## config.mk

```make
export PLATFORM = sky130hd
export DESIGN_NAME = pipelined_decoder
export DESIGN_NICKNAME = d
export VERILOG_FILES = /design/src/rtl/decoder_pkg.sv /design/src/rtl/decode_core.sv /design/src/rtl/pipelined_decoder.sv
export SDC_FILE = /design/constraint.sdc
export NUM_CORES = 1
export LEC_CHECK = 0
export BUFFER_PORTS_ARGS = -buffer_cell sky130_fd_sc_hd__buf_2
export CORE_UTILIZATION = 30
export CTS_CLUSTER_SIZE = 14
export DETAILED_ROUTE_END_ITERATION = 7
export GPL_TIMING_DRIVEN = 0
export PLACE_DENSITY = 0.45
export SETUP_SLACK_MARGIN = 0.5
export SYNTH_ARGS = -nofsm -noshare
export SYNTH_HDL_FRONTEND = slang
export SYNTH_SLANG_ARGS = --single-unit
export TNS_END_PERCENT = 10
```

## constraint.sdc

```tcl
create_clock -name clk -period 2 [get_ports clk]
set_input_delay 0.4 -clock clk [delete_from_list [all_inputs] [get_ports clk]]
set_output_delay 0.4 -clock clk [all_outputs]
set_load 0.05 [all_outputs]
```

## src/rtl/decoder_pkg.sv

```systemverilog
// Shared types and the reference decode function for the register-file
// write-enable decoder.
package decoder_pkg;

    typedef enum logic [1:0] {
        MODE_ONEHOT = 2'b00,
        MODE_THERM  = 2'b01,
        MODE_BCAST  = 2'b10,
        MODE_RSVD   = 2'b11
    } dec_mode_t;

    localparam int MAX_AW = 8;
    localparam int MAX_N  = 1 << MAX_AW;

    // Result is MAX_N wide; callers keep the low 2**aw bits.
    function automatic logic [MAX_N-1:0] decode_word(
        input logic [MAX_AW-1:0] addr,
        input logic              enable,
        input dec_mode_t         mode,
        input int                aw,
        input int                zero_reg
    );
        logic [MAX_N-1:0] word;
        int               n;
        int               a;
        n    = 1 << aw;
        a    = int'(addr);
        word = '0;
        for (int i = 0; i < MAX_N; i++) begin
            if (i < n) begin
                case (mode)
                    MODE_ONEHOT: word[i] = (i == a);
                    MODE_THERM:  word[i] = (i <= a);
                    MODE_BCAST:  word[i] = 1'b1;
                    MODE_RSVD:   word[i] = 1'b0;
                    default:     word[i] = 1'b0;
                endcase
            end else begin
                word[i] = 1'b0;
            end
        end
        if (!enable) begin
            word = '0;
        end
        if (zero_reg >= 0 && zero_reg < n) begin
            word[zero_reg] = 1'b0;
        end
        return word;
    endfunction

endpackage

```

## src/rtl/decode_core.sv

```systemverilog
// Combinational N-to-2^N decode of one beat, with reserved-mode error flag.
module decode_core
    import decoder_pkg::*;
#(
    parameter int AW       = 5,
    parameter int ZERO_REG = 31
) (
    input  logic [AW-1:0]      addr,
    input  logic               enable,
    input  logic [1:0]         mode,
    output logic [2**AW-1:0]   dec,
    output logic               err
);

    localparam int N = 2**AW;

    logic [MAX_N-1:0] word_s;
    logic             unused_s;

    assign word_s   = decode_word(MAX_AW'(addr), enable, dec_mode_t'(mode), AW, ZERO_REG);
    assign dec      = word_s[N-1:0];
    assign err      = (mode == 2'b11);
    // Upper bits beyond N are always zero; fold them away.
    assign unused_s = ^word_s;

endmodule

```

## src/rtl/pipelined_decoder.sv

```systemverilog
// Registered decoder with valid/ready handshake: output register plus one skid
// entry, so a stalled consumer never loses or repeats a decode.
module pipelined_decoder
    import decoder_pkg::*;
#(
    parameter int AW       = 5,
    parameter int ZERO_REG = 31
) (
    input  logic               clk,
    input  logic               reset,
    input  logic               in_valid,
    output logic               in_ready,
    input  logic [AW-1:0]      in_addr,
    input  logic               in_enable,
    input  logic [1:0]         in_mode,
    output logic               out_valid,
    input  logic               out_ready,
    output logic [2**AW-1:0]   out_dec,
    output logic               out_err
);

    localparam int N = 2**AW;

    logic [N-1:0] dec_s;
    logic         err_s;
    logic         accept_s;
    logic         main_free_s;

    logic         out_valid_q, out_valid_d;
    logic [N-1:0] out_dec_q,   out_dec_d;
    logic         out_err_q,   out_err_d;
    logic         skid_valid_q, skid_valid_d;
    logic [N-1:0] skid_dec_q,  skid_dec_d;
    logic         skid_err_q,  skid_err_d;
    logic         in_ready_q,  in_ready_d;

    decode_core #(.AW(AW), .ZERO_REG(ZERO_REG)) u_core (
        .addr   (in_addr),
        .enable (in_enable),
        .mode   (in_mode),
        .dec    (dec_s),
        .err    (err_s)
    );

    // Next-state for the main/skid pair; skid always drains before new input.
    always_comb begin
        accept_s     = in_valid && in_ready_q;
        main_free_s  = !out_valid_q || out_ready;
        out_valid_d  = out_valid_q;
        out_dec_d    = out_dec_q;
        out_err_d    = out_err_q;
        skid_valid_d = skid_valid_q;
        skid_dec_d   = skid_dec_q;
        skid_err_d   = skid_err_q;
        if (main_free_s) begin
            if (skid_valid_q) begin
                out_valid_d  = 1'b1;
                out_dec_d    = skid_dec_q;
                out_err_d    = skid_err_q;
                skid_valid_d = 1'b0;
            end else if (accept_s) begin
                out_valid_d  = 1'b1;
                out_dec_d    = dec_s;
                out_err_d    = err_s;
            end else begin
                out_valid_d  = 1'b0;
            end
        end else if (accept_s) begin
            skid_valid_d = 1'b1;
            skid_dec_d   = dec_s;
            skid_err_d   = err_s;
        end else begin
            skid_valid_d = skid_valid_q;
        end
        in_ready_d = !skid_valid_d;
    end

    // State registers; in_ready is held low throughout reset.
    always_ff @(posedge clk) begin
        if (reset) begin
            out_valid_q  <= 1'b0;
            out_dec_q    <= '0;
            out_err_q    <= 1'b0;
            skid_valid_q <= 1'b0;
            skid_dec_q   <= '0;
            skid_err_q   <= 1'b0;
            in_ready_q   <= 1'b0;
        end else begin
            out_valid_q  <= out_valid_d;
            out_dec_q    <= out_dec_d;
            out_err_q    <= out_err_d;
            skid_valid_q <= skid_valid_d;
            skid_dec_q   <= skid_dec_d;
            skid_err_q   <= skid_err_d;
            in_ready_q   <= in_ready_d;
        end
    end

    assign in_ready  = in_ready_q;
    assign out_valid = out_valid_q;
    assign out_dec   = out_dec_q;
    assign out_err   = out_err_q;

endmodule

```

==> metrics.txt, run 1 <==
Rel. slew slack=around 51%; hold path cells=4; f_max=644 MHz; Yosys reg bits=between 60 and 70; grt total ovfl=0; GRT Util Overall=22.9%; Critical path origin=in_mode[1]; Rows=39; post-synthesis async set-or-reset flop share=0%; status=finished clean; CTS Buffer Depth=2; DR pass1 iterations=4; crit path time final=1550 ps; Die Y=112 um; Layout area overhead=39.7%; CP Class=primary input to register; Worst Setup End Kind=register; pre-CTS setup slack=-422 ps; most frequent cells in the layout=dfxtp_1, buf_2, nand2_1; Routed WL per cell=between 20 and 25 um; top cells by area, synth=dfxtp_1, nor2_1, o21ai_0, nand2_1, a21oi_1; placed cells=between 600 and 700; dominant synthesized flop cell=dfxtp_1; Yosys Warn Count=0; core area=0.0117 sq mm; Final Setup Violations=0; gp weighted congestion=0.932; Clock transition at path regs=approximately 50 ps; Worst Clk Skew=6.41 ps; n_diodes=0; unique cell type count in the Yosys netlist=61; startpoint of the worst register-to-register path=skid_valid_q; final core occ=43.8%; unrepaired setup endpoints after global routing=yes; CTS H-tree depth=3; Sequential cell area=0.00135 sq mm; Max VDD drop=0.343 mV; initial antenna violation count=0; ANT nets after route=0; Max-Cap Viols=0; fin cells=674; hold path start=in_valid; drt via density=5.74; I/O Pins=47; initial core utilization=between 30% and 40%; Die X=112 um; Critical Path Fanout Max=7; final period utilization=77.6%; Initial DRC Count=330; Root Driver=clkbuf_16; die area=0.0126 sq mm; commonest non-fill, non-tap cell in the layout=dfxtp_1; routed vias=between 3k and 4k; multi-input logic area=0.00253 sq mm; Final nets=542; worst-skew pair later-pin latency=340 ps; hpwl dp=10.2 mm; LEAKAGE=~0.0019 uW; Post-synth EDFFs=0; total negative slack=0 ps; post-synthesis sequential area ratio=a little over a third; Syn Inst Count=454; Slew @ Worst Pin=approximately 730 ps; TritonCTS clock tree=yes; syn_nets=470; final hold violations=0; fillers=1,210; final WL=~14 mm; final worst slack=448 ps; DRC=0; Avg Cell Area, Syn=8.06 sq um; first-pass GRT wire length=21.7 mm; worst r2r path cells=6; Hold Crit Class=primary input to register; number of global-route vias before repair=between 3k and 4k; clock sink count=67; CTS buffer count=9; Port Buf Inserts=41; proportion of layout cells with a drive suffix above 1=37.3%; Netlist Area Pre-Place=0.00366 sq mm; Worst setup SP type=primary input; largest net degree at the start of global routing=12; cts hold-fix bufs=0; Yosys top cell by area=dfxtp_1; CP arrival=1790 ps; Synth top area share=36.6%; Final Max Slew Viols=0; Critical Path RT=approximately 2200 ps; pwr dens=between 700 and 800 mW/mm^2
repair_timing:
action                                  4_1_cts  5_1_grt
endpoints found under the setup margin       63       62
resized for setup                            68       61
endpoints found under the hold margin         0        0
pin swaps                                     6       23
setup buffers                                 9       10
cloned                                        1        0
path summary, 6_finish.rpt:
check	endpoint	slack, ps
max	out_dec[30]	450
min	in_ready	440
max reg2reg	out_dec[5]	510
min reg2reg	skid_dec_q[29]	450
critical path, stage by stage:
cell and delay (ps):
buf_6 120, inv_16 60, ha_4 120, buf_8 130, a31oi_4 100, or2_4 270
or3_1 340, a311oi_2 250
metrics by stage:
step	total power (uW)	instance area [sq um]	hold WS, ps
floorplan	1920	3770	417
global placement	2130	4160	426
detailed placement	2130	4160	438
CTS	3720	4780	429
global route	3920	5110	469
finish	3780	5110	444
where the power goes:
part | internal (uW) | switching [uW]
logic | 280 | 575
clock network | 903 | 622
registers | 1380 | 21.7
kinds of logic after synthesis:
logic type,Yosys count,share of synthesized area [%]
simple gates,164,23.3
compound gates,160,30.4
flops,67,36.6
buf+inv,55,7.38
fa+ha+maj,4,1.37
mux,3,0.820
other cells,1,0.102
state kept, by name, summed over array words and instances (netlist names):
signal	flops
skid_err_q	1
out_dec	31
skid_dec_q	31
skid_valid_q	1
out_err	1
in_ready	1
out_valid	1
cell type report:
class,count,share of cell area (%)
Buffer,49,7.22
Clock buffer,12,5.02
Clock inverter,4,0.489
Inverter,6,0.807
Multi-Input combinational cell,332,49.5
Sequential cell,67,26.4
Tap cell,143,3.50
Timing Repair Buffer,61,7.07
routing by layer:
layer	routed length, um	up-vias	global-route usage [%]
met5	0	-	0
met4	363	0	8.89
met3	731	27	4.21
met2	6280	130	34.7
met1	6910	1884	32.2
li1	-	1827	-
cell usage after synthesis (all sizes together), types with 5 or more instances:
library cell / count
o22ai: 10
a31oi: 7
dfxtp: 67
nor2: 46
nor3: 14
inv: 6
nand2b: 6
nand3: 13
nor2b: 6
buf: 25
nand2: 43
nand3b: 9
a311oi: 6
a21oi: 33
o21ai: 34
and3: 5
or2: 5
a211oi: 19
a22o: 6
clkbuf: 24
No activity file was read; power rests on OpenSTA's default activity.
==> inputs of run 2 (changes only) <==
ABC_AREA = 1   (was unset)
PLACE_DENSITY = 0.47   (was 0.45)
clock period = 1.38 ns   (was 2 ns; I/O delays follow)
==> metrics.txt, run 2 <==
status=finished clean; crit path time final=1270 ps; CTS Buffer Depth=2; post-synthesis async set-or-reset flop share=0%; dominant synthesized flop cell=dfxtp_1; final WL=14.2 mm; Hold Crit Class=primary input to register; syn_nets=527; proportion of layout cells with a drive suffix above 1=32.3%; Slew @ Worst Pin=707 ps; commonest non-fill, non-tap cell in the layout=a21oi_1; worst-skew pair later-pin latency=330 ps; LEAKAGE=0.00205 uW; worst r2r path cells=8; Critical path origin=in_mode[0]; Final nets=600; largest net degree at the start of global routing=12; final worst slack=111 ps; GRT Util Overall=approximately 25%; unique cell type count in the Yosys netlist=25; routed vias=4,001; R2R Path End=out_dec[10]; Layout area overhead=42.1%; most frequent cells after synthesis=a21oi_1, nand2_1, dfxtp_1; f_max=788 MHz; die area=0.0120 sq mm; pre-CTS setup slack=-417 ps; Clock transition at path regs=60 ps; Die X=roughly 110 um; Rows=38; most common cell in the netlist=a21oi_1; grt total ovfl=0; clock sink count=67; Yosys reg bits=67; hpwl dp=10.0 mm; core area=0.0110 sq mm; number of global-route vias before repair=3,818; CTS buffer count=9; first-pass GRT wire length=21.6 mm; total power=5390 uW; I/O Pins=47; gp weighted congestion=roughly 1; CP arrival=1530 ps; Root Driver=clkbuf_16; Initial DRC Count=around 290; Netlist Area Pre-Place=0.00346 sq mm; Hold Slack=160 ps; Critical Path RT=1640 ps; Worst Setup End Kind=register; fillers=between 1k and 1.5k; crit path to=out_dec[10]; Syn Inst Count=511; final period utilization=between 90 and 100%; Sequential cell area=0.00135 sq mm; ANT nets after route=0; Final Max Slew Viols=0; TritonCTS clock tree=yes; cts hold-fix bufs=0; pwr dens=1100 mW/mm^2; Max VDD drop=~0.84 mV; final core occ=44.6%; Avg Cell Area, Syn=approximately 6.8 sq um; Port Buf Inserts=43; R2R Setup Slk=110 ps; Area after DPL=approximately 0.0040 sq mm; Post-synth EDFFs=0; DR pass1 iterations=5; initial core utilization=approximately a third; final hold violations=0; Routed WL per cell=between 15 and 20 um; Max-Cap Viols=0; multi-input logic area=0.00219 sq mm; Yosys Warn Count=0; startpoint of the worst register-to-register path=out_valid; CTS H-tree depth=3; Final Setup Violations=0; Die Y=109 um; DRC=0; hold path cells=2; most frequent cells in the layout=a21oi_1, nand2_1, dfxtp_1; initial antenna violation count=0; CP Class=primary input to register; Worst Clk Skew=5.83 ps; Yosys top cell by area=dfxtp_1; Rel. slew slack=around 53%; unrepaired setup endpoints after global routing=yes; drt via density=~5.5; Critical Path Fanout Max=10; post-synthesis sequential area ratio=roughly two fifths; top cells by area, synth=dfxtp_1, a21oi_1, nand3_1, nand2_1, o21ai_0; design area=just under 0.005 sq mm; Worst setup SP type=primary input; Synth top area share=38.7%; n_diodes=0
-- run 2: cell types whose count changed after synthesis, moves of 9 or more --
cell / change
a211oi_1: -19
inv_2: +13
nand4_1: +19
nand3_1: +54
o22ai_1: -10
nand3b_1: -9
nand2_1: +38
nor2_1: -27
o21ai_1: +29
a21oi_1: +67
o21ai_0: +16
nor3_1: -11
-- run 2: through the flow --
step	cells	setup TNS, ps
after floorplan	511	0
after global placement	694	-17300
after detailed placement	694	-17650
after CTS	724	0
after global routing	729	0
final	729	0
-- run 2: worst min path at each step --
| stage | startpoint | to | slack, ps |
|---|---|---|---|
| 2_1_floorplan | reset | in_ready | 340 |
| 3_3_place_gp | skid_err_q | out_err | 470 |
| 3_5_place_dp | skid_err_q | out_err | 470 |
| 4_1_cts | reset | in_ready | 150 |
| 5_1_grt | reset | in_ready | 180 |
| 6_report | reset | in_ready | 160 |
-- run 2: timing repair --
| action | in CTS | in global routing |
|---|---|---|
| gates resized for setup | 76 | 49 |
| pin swaps | 10 | 5 |
| cloned | 2 | 5 |
| hold endpoints to repair | 0 | 0 |
| buffers inserted | 12 | 0 |
| endpoints found under the setup margin | 101 | 99 |
-- run 2: layer usage --
metal / track usage (%) / share of wire [%] / wire length, um
met3: 4.56 / 5.9 / 843
met4: 9.33 / 2.5 / 363
met2: 40.1 / 47 / 6700
met1: 32.2 / 44 / 6340
met5: 0 / 0 / 0
-- run 2: final cells by class --
type,count,area share (%)
multi-input combinational,379,44.4
sequential,67,27.4
timing repair buffer,61,9.28
buffer,41,7.02
clock buffer,11,4.73
tap,140,3.56
inverter,24,2.85
clock inverter,5,0.610
timing repair inverter,1,0.127
-- run 2: report_power, final --
part | internal, uW | total (uW) | switching [uW]
combinational | 385 | 1250 | 868
clock | 1210 | 2060 | 856
sequential | 2020 | 2080 | 53.9
-- run 2: kinds of logic (layout without fill, tap and decap cells) --
logic type | count (synthesis) | after routing | synth area share, %
and+or+nand+nor | 191 | 191 | 25.0
adders and majority gates | 4 | 4 | 1.45
AOI/OAI and AO/OA | 183 | 183 | 27.0
other | 1 | 1 | 0.108
DFF | 67 | 67 | 38.7
buffers and inverters | 65 | 143 | 7.70
-- run 2: worst max-delay path: stages --
cell	delay, ps
buf_6	110
inv_8	50
ha_4	180
inv_2	70
clkbuf_4	200
nand2_1	110
nand3_1	70
nand2_1	130
nand3_1	120
a21oi_1	190
==> inputs of run 3 (changes only) <==
CORE_ASPECT_RATIO = 1.2   (was unset)
==> metrics.txt, run 3 (synthesis gave the netlist of run 2 again) <==
CP arrival=about 1500 ps; Critical Path Fanout Max=7; Hold Slack=153 ps; Die X=100 um; f_max=approximately 790 MHz; GRT Util Overall=around 25%; clock sink count=67; CP Class=register to register; DRC=0; worst-skew pair later-pin latency=340 ps; Final Max Slew Viols=0; initial antenna violation count=0; total power=5660 uW; Routed WL per cell=about 19 um; final WL=14.3 mm; CTS buffer count=9; Port Buf Inserts=between 40 and 50; Max VDD drop=0.705 mV; DR pass1 iterations=5; Clock transition at path regs=60 ps; Worst Clk Skew=approximately 12 ps; unrepaired setup endpoints after global routing=yes; Final nets=600; final hold violations=0; Initial DRC Count=307; status=finished clean; LEAKAGE=0.00208 uW; gp weighted congestion=0.946; CTS H-tree depth=3; hold path start=reset; commonest non-fill, non-tap cell in the layout=a21oi_1; Layout area overhead=46.2%; routed vias=4,063; first-pass GRT wire length=22.1 mm; hpwl dp=slightly above 10 mm; Critical Path RT=1640 ps; cts hold-fix bufs=0; drt via density=roughly 5.5; core area=between 0.01 and 0.015 sq mm; crit path time final=1260 ps; initial core utilization=31.1%; worst r2r path cells=7; Worst Setup End Kind=register; R2R Setup Slk=120 ps; worst hold endpoint=in_ready; pwr dens=1120 mW/mm^2; CTS Buffer Depth=2; n_diodes=0; pre-CTS setup slack=-459 ps; startpoint of the worst register-to-register path=out_valid; Max-Cap Viols=0; Die Y=120 um; number of global-route vias before repair=3,782; die area=0.0120 sq mm; TritonCTS clock tree=yes; final worst slack=121 ps; most frequent cells in the layout=a21oi_1, nand2_1, dfxtp_1; proportion of layout cells with a drive suffix above 1=32.6%; ANT nets after route=0; fillers=1,178; Slew @ Worst Pin=749 ps; Worst setup SP type=register; final period utilization=91.2%; hold path cells=2; largest net degree at the start of global routing=12; R2R Path End=skid_dec_q[27]; Root Driver=clkbuf_16; Rows=42; I/O Pins=47; Rel. slew slack=50.0%; Final Setup Violations=0; Hold Crit Class=primary input to register; grt total ovfl=0
## run 3: cell types whose count changed in the layout (fill, tap and decap cells not counted), moves of 4 or more
cell     delta
o21ai_1    +10
buf_4       -5
buf_6       +4
nand3_2     +4
nand2_1     -6
o21ai_0     -7
nand3_1     -4
nand2_2     +4
## run 3: metrics by stage
stage	std cells	area, sq um	util (%)	TNS (ps)
3_5_place_dp	708	4050	36.4	-16820
2_1_floorplan	511	3640	-	0
5_1_grt	743	5060	45.5	0
4_1_cts	740	4890	43.9	0
3_3_place_gp	708	4050	36.4	-17150
6_report	743	5060	45.5	0
## run 3: worst max path at each step
stage / from / end / slack, ps / cells after the start
after floorplan: in_mode[1] / out_dec[23] / 150 / 9
after global placement: in_mode[1] / out_dec[15] / -460 / 10
after detailed placement: in_mode[1] / out_dec[9] / -460 / 10
after CTS: out_valid / skid_dec_q[22] / 160 / 7
after global routing: out_valid / skid_dec_q[12] / 70 / 7
final: out_valid / skid_dec_q[27] / 120 / 7
## run 3: final cells by class
type,count,area [sq um],share of cell area [%]
clock buffers,14,285,5.63
well taps,154,193,3.80
clock inverters,2,16.3,0.321
multi-input cells,379,2220,43.9
flip-flops and latches,67,1350,26.6
repair buffers,61,440,8.70
repair inverters,1,7.51,0.148
inverters,24,143,2.82
plain buffers,41,409,8.08
## run 3: critical path: stages (launching register included)
cell       delay, ps
dfxtp_4          350
inv_4             30
nor2_4           170
nand3_4          150
clkinv_8         120
clkbuf_16        160
o21ai_1           60
a21oi_1          150
## run 3: layer usage
metal  wire, um  vias to the layer above  track usage (%)
li1           -                     1943                -
met1       6560                     1970             34.1
met2       6860                      135             39.5
met3        676                       15             3.61
met4        236                        0             6.88
met5          0                        -                0
## run 3: repair_timing
item,in CTS,in global routing
gates cloned,4,2
endpoints found under the setup margin,101,100
resized for setup,101,52
buffers inserted,12,1
pin swaps,21,6
## run 3: where the power goes
part	total (uW)	switching (uW)	internal, uW
registers	2070	50.5	2020
clock network	2320	888	1430
logic	1260	876	388
total	5660	1810	3840
